<file path="src/rtl/mul_pkg.sv">
// Shared definitions for the sequential multiply unit: FSM state type and
// counter-width helper.
package mul_pkg;

  typedef enum logic {
    ST_IDLE = 1'b0,
    ST_RUN  = 1'b1
  } state_t;

  // Step counter must hold WIDTH+1.
  function automatic int cnt_w(input int w);
    return $clog2(w + 2);
  endfunction

endpackage

</file>
<file path="src/rtl/addsub_n.sv">
// N-bit adder/subtractor: out = a + b, or a - b as a + ~b + 1 when sub is set.
module addsub_n #(
  parameter int N = 9
) (
  input  logic [N-1:0] a,
  input  logic [N-1:0] b,
  input  logic         sub,
  output logic [N-1:0] out
);

  assign out = a + (sub ? ~b : b) + {{(N-1){1'b0}}, sub};

endmodule

</file>
<file path="src/rtl/booth_mul_seq.sv">
// Sequential radix-2 Booth multiplier, one step per clock, signed or unsigned
// operands, with start/busy/done handshake and a held registered product.
module booth_mul_seq
  import mul_pkg::*;
#(
  parameter int WIDTH = 8
) (
  input  logic               clk,
  input  logic               rst,
  input  logic               start,
  input  logic               mode_signed,
  input  logic [WIDTH-1:0]   mc,
  input  logic [WIDTH-1:0]   mp,
  output logic               busy,
  output logic               done,
  output logic [2*WIDTH-1:0] prod
);

  localparam int W1 = WIDTH + 1;
  localparam int CW = cnt_w(WIDTH);
  localparam logic [CW-1:0] LAST = CW'(WIDTH);

  state_t        state, state_n;
  logic [W1-1:0] a_r, q_r, m_r;
  logic          q_1;
  logic [CW-1:0] count;
  logic [W1-1:0] mc_x, mp_x, sum, a_nxt;
  logic [2*W1:0] shifted;
  logic          last_step;

  assign mc_x = {mode_signed & mc[WIDTH-1], mc};
  assign mp_x = {mode_signed & mp[WIDTH-1], mp};

  // sub follows Q[0]: pair 10 subtracts, 01 adds; 00/11 bypass via the mux.
  addsub_n #(.N(W1)) u_addsub (
    .a   (a_r),
    .b   (m_r),
    .sub (q_r[0]),
    .out (sum)
  );

  assign a_nxt = (q_r[0] ^ q_1) ? sum : a_r;
  // Shift-in bit is the sign of the new sum, not of the old A.
  assign shifted   = {a_nxt[WIDTH], a_nxt, q_r};
  assign last_step = (state == ST_RUN) && (count == LAST);
  assign busy      = (state == ST_RUN);

  always_ff @(posedge clk) begin
    if (rst) state <= ST_IDLE;
    else     state <= state_n;
  end

  always_comb begin
    state_n = state;
    case (state)
      ST_IDLE: if (start)     state_n = ST_RUN;
      ST_RUN:  if (last_step) state_n = ST_IDLE;
      default:                state_n = ST_IDLE;
    endcase
  end

  always_ff @(posedge clk) begin
    if (rst) begin
      a_r   <= '0;
      q_r   <= '0;
      m_r   <= '0;
      q_1   <= 1'b0;
      count <= '0;
      done  <= 1'b0;
      prod  <= '0;
    end else begin
      done <= last_step;
      if (state == ST_IDLE) begin
        if (start) begin
          m_r   <= mc_x;
          q_r   <= mp_x;
          a_r   <= '0;
          q_1   <= 1'b0;
          count <= '0;
        end
      end else begin
        a_r   <= shifted[2*W1:W1+1];
        q_r   <= shifted[W1:1];
        q_1   <= q_r[0];
        count <= count + 1'b1;
        if (last_step) prod <= shifted[2*WIDTH:1];
      end
    end
  end

endmodule
</file>
<file path="config.mk">
export PLATFORM = sky130hd
export DESIGN_NAME = booth_mul_seq
export DESIGN_NICKNAME = d
export VERILOG_FILES = /design/src/rtl/mul_pkg.sv /design/src/rtl/addsub_n.sv /design/src/rtl/booth_mul_seq.sv
export SDC_FILE = /design/constraint.sdc
export NUM_CORES = 1
export LEC_CHECK = 0
export ABC_AREA = 1
export CAP_MARGIN = 25
export CORE_ASPECT_RATIO = 2
export CORE_UTILIZATION = 55
export DETAILED_ROUTE_END_ITERATION = 8
export DONT_BUFFER_PORTS = 1
export PLACE_DENSITY = 0.67
export SYNTH_ARGS = -nofsm -noshare
export SYNTH_HDL_FRONTEND = slang
export SYNTH_SLANG_ARGS = --single-unit
</file>
<file path="constraint.sdc">
create_clock -name clk -period 3.4 [get_ports clk]
set_input_delay 1.02 -clock clk [delete_from_list [all_inputs] [get_ports clk]]
set_output_delay 1.02 -clock clk [all_outputs]
set_load 0.01 [all_outputs]
</file>
==> results of run 1 <==
-- stage by stage --
step                      utilization  power (µW)  cells
final                           0.600        1200    388
after global routing            0.600        1250    388
after CTS                       0.600        1210    388
after detailed placement        0.573         772    380
after global placement          0.573         770    380
after floorplan                     -         745    336
-- logic make-up after synthesis --
logic type,share of synthesized area
compound gates,0.102
xor+xnor,0.0466
fa+ha+maj,0.0543
buf+inv,0.0947
flops,0.401
simple gates,0.301
-- cells in the final DEF, fill, tap and decap left out, drive strengths merged, types with 4 or more instances in the layout --
cell / n
nand2: 92
dfxtp: 49
inv: 40
nand3: 40
nor2: 22
o21ai: 20
a21oi: 16
xor2: 10
ha: 9
clkbuf: 7
buf: 4
or2: 4
-- worst max-delay path by stage --
stage	depth (start not counted)	slack, ns	end
after floorplan	6	1.59	m_r[0]
after global placement	10	1.26	a_r[5]
after detailed placement	10	1.20	a_r[5]
after CTS	0	1.16	busy
after global routing	9	0.95	a_r[4]
final	0	1.17	busy
-- per-layer routing --
| layer | GRT usage | routed length [µm] | vias to the layer above |
|---|---|---|---|
| met5 | 0 | 0 | - |
| met4 | 0.137 | 170 | 0 |
| met3 | 0.0474 | 185 | 14 |
| met2 | 0.499 | 3040 | 45 |
| met1 | 0.251 | 2290 | 934 |
| li1 | - | - | 1063 |
-- registers in the layout (all words and copies together) (netlist names) --
signal / flops
m_r: 9
busy: 1
count: 4
q_1: 1
a_r: 8
q_r: 9
prod: 16
done: 1
-- area by class of cell --
class                      instances  area, µm²  share of cell area
clock buffer                       7       86.3              0.0335
clock inverter                     1       30.0              0.0116
tap                               54       67.6              0.0262
timing repair buffer               4       30.0              0.0116
inverter                          41        154              0.0597
multi-input combinational        232       1230               0.477
sequential                        49        981               0.380
-- power groups by stage --
stage                     combinational (µW)  clock [µW]  sequential (µW)
after floorplan                          128           0              617
after global placement                   141           0              630
after detailed placement                 142           0              630
after CTS                                144         444              617
after global routing                     163         467              620
final                                    144         436              616
-- worst min-delay path, stage by stage, from the launching register on --
cell     delay [ns]
dfxtp_1        0.33
nand2_1        0.07
nand2_1        0.04
==> flow_metrics.py, run 1 <==
metrics = {
    "routing": {
        "wl_per_cell_um": 14.7,
        "first_iter_violations": 41,
        "vias": 2056,
        "wirelength_mm": 5.69,
        "postRouteAntennaNets": 0,
        "viasPerCell": 5.30,
        "drc": 0,
        "drt_first_pass_iters": 4,
    },
    "sta": {
        "post-route-period-util": 0.655,
        "relSlewSlack": 0.421,
        "fmax_mhz": 449,
        "min_period_ns": 2.23,
        "slew_viol_final": 0,
        "setup_slack_ns": 1.17,
        "fin_hold_ws_ns": 0.477,
        "setup_viol": 0,
        "final.setup.tns_ns": 0,
        "finalHoldViolCount": 0,
        "worstMarginPinSlew_ns": 0.867,
        "finClkSkew_ns": 0.00666,
        "rsz0062_at_grt": "no",
    },
    "global_routing": {
        "grt_pass1_vias": 2073,
        "gr-total-overflow": 0,
        "grt_pass1_wl_mm": 9.09,
        "grt_use_total": 0.258,
        "grt_max_degree": 34,
        "antenna_found_initial": 0,
    },
    "yosys": {
        "synthCells": 336,
        "synth_edf_count": 0,
        "synth-async-reset-ratio": 0,
        "synth_area_leaders": "dfxtp_1 (40%), nand2_1 (13%), nand3_1 (7.8%)",
        "synth_top_area_share": 0.401,
        "synthDistinctLibCells": 37,
        "ys_seq_area_frac": 0.401,
        "syn-cell-area_mm2": 0.00244,
        "avgSynthCellArea_um2": 7.27,
        "yosys.area.top_type": "dfxtp_1",
        "yosys-top-cells-count": "nand2_1 (85), dfxtp_1 (49), inv_1 (39), nand3_1 (38), nor2_1 (21)",
        "synth.net_count": 366,
        "ys.flop_type": "dfxtp_1",
        "synth.most_common_cell": "nand2_1",
        "synth-seq-cells": 49,
        "yosysWarnings": 0,
    },
    "critical_path": {
        "start_kind": "flip-flop",
        "path_class": "reg -> out",
        "r2r-start": "q_r[0]",
        "timing.rr.end": "a_r[5]",
        "rr_worst_depth": 10,
        "cp-end-kind": "output port",
        "crit_start": "busy",
        "cp.arrival_ns": 1.21,
        "rrSetupSlack_ns": 1.19,
        "crit_required_ns": 2.38,
        "worstPathMaxFanout": 20,
    },
    "clocking": {
        "path_clk_slew_ns": 0.09,
        "tritoncts": "built",
        "cts_made_buffers": 5,
        "htreeDepth": 2,
        "clock_latency_ns": 0.30,
        "ctsResizeCount": 0,
        "ctsHoldBuffers": 0,
        "numClockSinks": 49,
        "post_cts_buffers": 0,
        "root_buffer": "clkbuf_8",
        "cts_buffer_depth": 2,
    },
    "flow_run": {
        "cap_violations": 0,
    },
    "floorplan": {
        "ios": 38,
        "die_h_um": 96.3,
        "initial_core_util": 0.569,
        "dieWidth_um": 49.1,
        "dieArea_mm2": 0.00473,
        "core-area_mm2": 0.00430,
        "rows": 34,
    },
    "hold_path": {
        "hold_path_class": "reg -> reg",
        "hold-path-cell-count": 2,
        "hold_end": "prod[1]",
        "hp-start": "q_r[2]",
    },
    "pwr": {
        "ir_drop_mv": 0.350,
        "p_sw_uw": 311,
        "p_leak_uw": 0.00122,
        "p_clk_frac": 0.364,
        "p_int_uw": 885,
        "seq_power_share": 0.515,
        "swShare": 0.260,
        "p_comb_frac": 0.120,
        "powerDensity_mw_per_mm2": 464,
    },
    "status": {
        "status": "complete, no violations",
    },
    "layout": {
        "n_antenna_cell": 0,
        "n_fill_cell": 427,
        "layout.nets": 363,
        "final_area_mm2": 0.00258,
        "synthToLayoutAreaGrowth_pct": 5.58,
        "drive_gt1_frac": 0.0808,
    },
    "place": {
        "placed_area_mm2": 0.00246,
        "port_buffers": 0,
        "place_ws_ns": 1.20,
        "place_hpwl_mm": 4.00,
        "place_congestion": 0.881,
    },
}
Note: power is estimated with default switching activity, not from simulation.
==> run 2: changes to the inputs <==
==> constraint.sdc (replaced) <==
create_clock -name clk -period 2.1 [get_ports clk]
set_input_delay 0.63 -clock clk [delete_from_list [all_inputs] [get_ports clk]]
set_output_delay 0.63 -clock clk [all_outputs]
set_load 0.01 [all_outputs]
==> run 2 against run 1 <==
Against the previous run: worst hold slack got worse by 0.094 ns; clock power up 54%; clock skew grew 0.0031 ns; sequential power rose by 61%; flip-flop and latch count unchanged; die area is the same; wire length is 2.4% lower; critical path type is now reg -> reg.
==> flow_metrics.py, run 2 (synthesized netlist as in run 1, its figures left out) <==
metrics = {
    "status": {
        "status": "complete, no violations",
    },
    "sta": {
        "fmax_mhz": 550,
        "setup_viol": 0,
        "slew_viol_final": 0,
        "finClkSkew_ns": 0.00973,
        "worstMarginPinSlew_ns": 0.486,
        "finalHoldViolCount": 0,
        "final.setup.tns_ns": 0,
        "rsz0062_at_grt": "no",
        "post-route-period-util": 0.866,
        "relSlewSlack": 0.675,
        "min_period_ns": 1.82,
    },
    "clocking": {
        "tritoncts": "built",
        "path_clk_slew_ns": 0.09,
        "ctsHoldBuffers": 0,
        "root_buffer": "clkbuf_8",
        "clock_latency_ns": 0.30,
        "cts_made_buffers": 5,
        "htreeDepth": 2,
        "numClockSinks": 49,
        "cts_buffer_depth": 2,
    },
    "layout": {
        "utilization": 0.614,
        "n_fill_cell": 439,
        "layout.nets": 371,
        "drive_gt1_frac": 0.105,
        "final_cell_mix": "nand2_1 (85), dfxtp_1 (48), inv_1 (39)",
        "fin_cells": 396,
        "layout_commonest_cell": "nand2_1",
        "largest_reg_flops": 16,
        "n_antenna_cell": 0,
        "largest_register": "prod",
        "reg_top3": "prod x16, m_r x9, q_r x9",
        "synthToLayoutAreaGrowth_pct": 7.99,
    },
    "routing": {
        "drc": 0,
        "first_iter_violations": 46,
        "viasPerCell": 5.34,
        "postRouteAntennaNets": 0,
        "vias": 2114,
        "wirelength_mm": 5.55,
        "wl_per_cell_um": 14.0,
        "drt_first_pass_iters": 4,
    },
    "floorplan": {
        "dieWidth_um": 49.1,
        "dieArea_mm2": 0.00473,
        "core-area_mm2": 0.00430,
        "rows": 34,
        "ios": 38,
        "die_h_um": 96.3,
        "initial_core_util": 0.569,
    },
    "global_routing": {
        "grt_pass1_vias": 2023,
        "grt_pass1_wl_mm": 9.03,
        "antenna_found_initial": 0,
        "grt_use_total": 0.254,
        "gr-total-overflow": 0,
        "grt_max_degree": 20,
    },
    "critical_path": {
        "crit_path_end": "a_r[6]",
        "crit_required_ns": 2.33,
        "path_class": "reg -> reg",
        "rr_worst_depth": 11,
        "cp-end-kind": "flip-flop",
        "rrSetupSlack_ns": 0.28,
        "r2r-start": "q_r[0]",
        "start_kind": "flip-flop",
        "timing.rr.end": "a_r[6]",
        "crit_start": "q_r[0]",
        "worstPathMaxFanout": 9,
        "cp.arrival_ns": 2.05,
    },
    "place": {
        "port_buffers": 0,
        "place_congestion": 0.964,
        "dpl.cell_count": 388,
        "place_hpwl_mm": 4.23,
    },
    "pwr": {
        "p_leak_uw": 0.00126,
        "power_uw": 1910,
        "powerDensity_mw_per_mm2": 725,
        "ir_drop_mv": 0.462,
    },
    "hold_path": {
        "hold_path_class": "in -> reg",
        "hold-path-cell-count": 1,
    },
    "flow_run": {
        "cap_violations": 0,
    },
}
[run 2: cell types whose count changed in the layout (fill, tap and decap cells not counted)]
cell      change
clkbuf_8      -1
buf_4         +8
dfxtp_4       +1
clkinv_4      +1
dfxtp_1       -1
[run 2: final cells by class]
class | instances | area [µm²] | share of cell area
multi-input combinational | 232 | 1230 | 0.467
sequential | 49 | 985 | 0.373
inverter | 41 | 154 | 0.0583
timing repair buffer | 12 | 90.1 | 0.0341
clock buffer | 6 | 72.6 | 0.0275
tap | 54 | 67.6 | 0.0256
clock inverter | 2 | 38.8 | 0.0147
[run 2: power by group]
group / internal, µW / total [µW] / switching [µW]
clock: 358 / 671 / 313
sequential: 960 / 992 / 32.6
combinational: 96.3 / 250 / 154
total: 1410 / 1910 / 499
[run 2: what timing repair did]
item                       4_1_cts  5_1_grt
setup endpoints to repair        0       11
gates resized for setup          0        2
setup buffers                    0        0
hold endpoints to repair         0        0
[run 2: worst min path at each step]
stage,start,endpoint,slack [ns]
final,rst,count[1],0.38
after global routing,rst,count[0],0.37
after CTS,rst,count[1],0.37
after detailed placement,q_1,q_1,0.46
after global placement,q_1,q_1,0.45
after floorplan,q_r[2],prod[1],0.44
[run 2: critical path, stage by stage (launching register included)]
cell     delay (ns)
dfxtp_4        0.41
xor2_1         0.17
ha_1           0.35
nand2_1        0.09
nand2_1        0.05
inv_1          0.08
nor2_1         0.05
nor2_1         0.12
nand3_1        0.14
nand3_2        0.10
nand3_1        0.07
a21oi_1        0.12
[run 2: per-layer routing]
| metal | track usage | up-vias | routed length, µm |
|---|---|---|---|
| li1 | - | 1080 | - |
| met2 | 0.510 | 48 | 3010 |
| met5 | 0 | - | 0 |
| met3 | 0.0427 | 15 | 161 |
| met1 | 0.239 | 971 | 2190 |
| met4 | 0.123 | 0 | 189 |
[run 2: through the flow]
stage | area [µm²] | hold WS [ns] | setup WS, ns
floorplan | 2440 | 0.440 | 0.368
global placement | 2520 | 0.455 | 0.127
detailed placement | 2520 | 0.465 | 0.0945
CTS | 2640 | 0.373 | 0.0602
global route | 2640 | 0.365 | 0.0271
finish | 2640 | 0.383 | 0.281
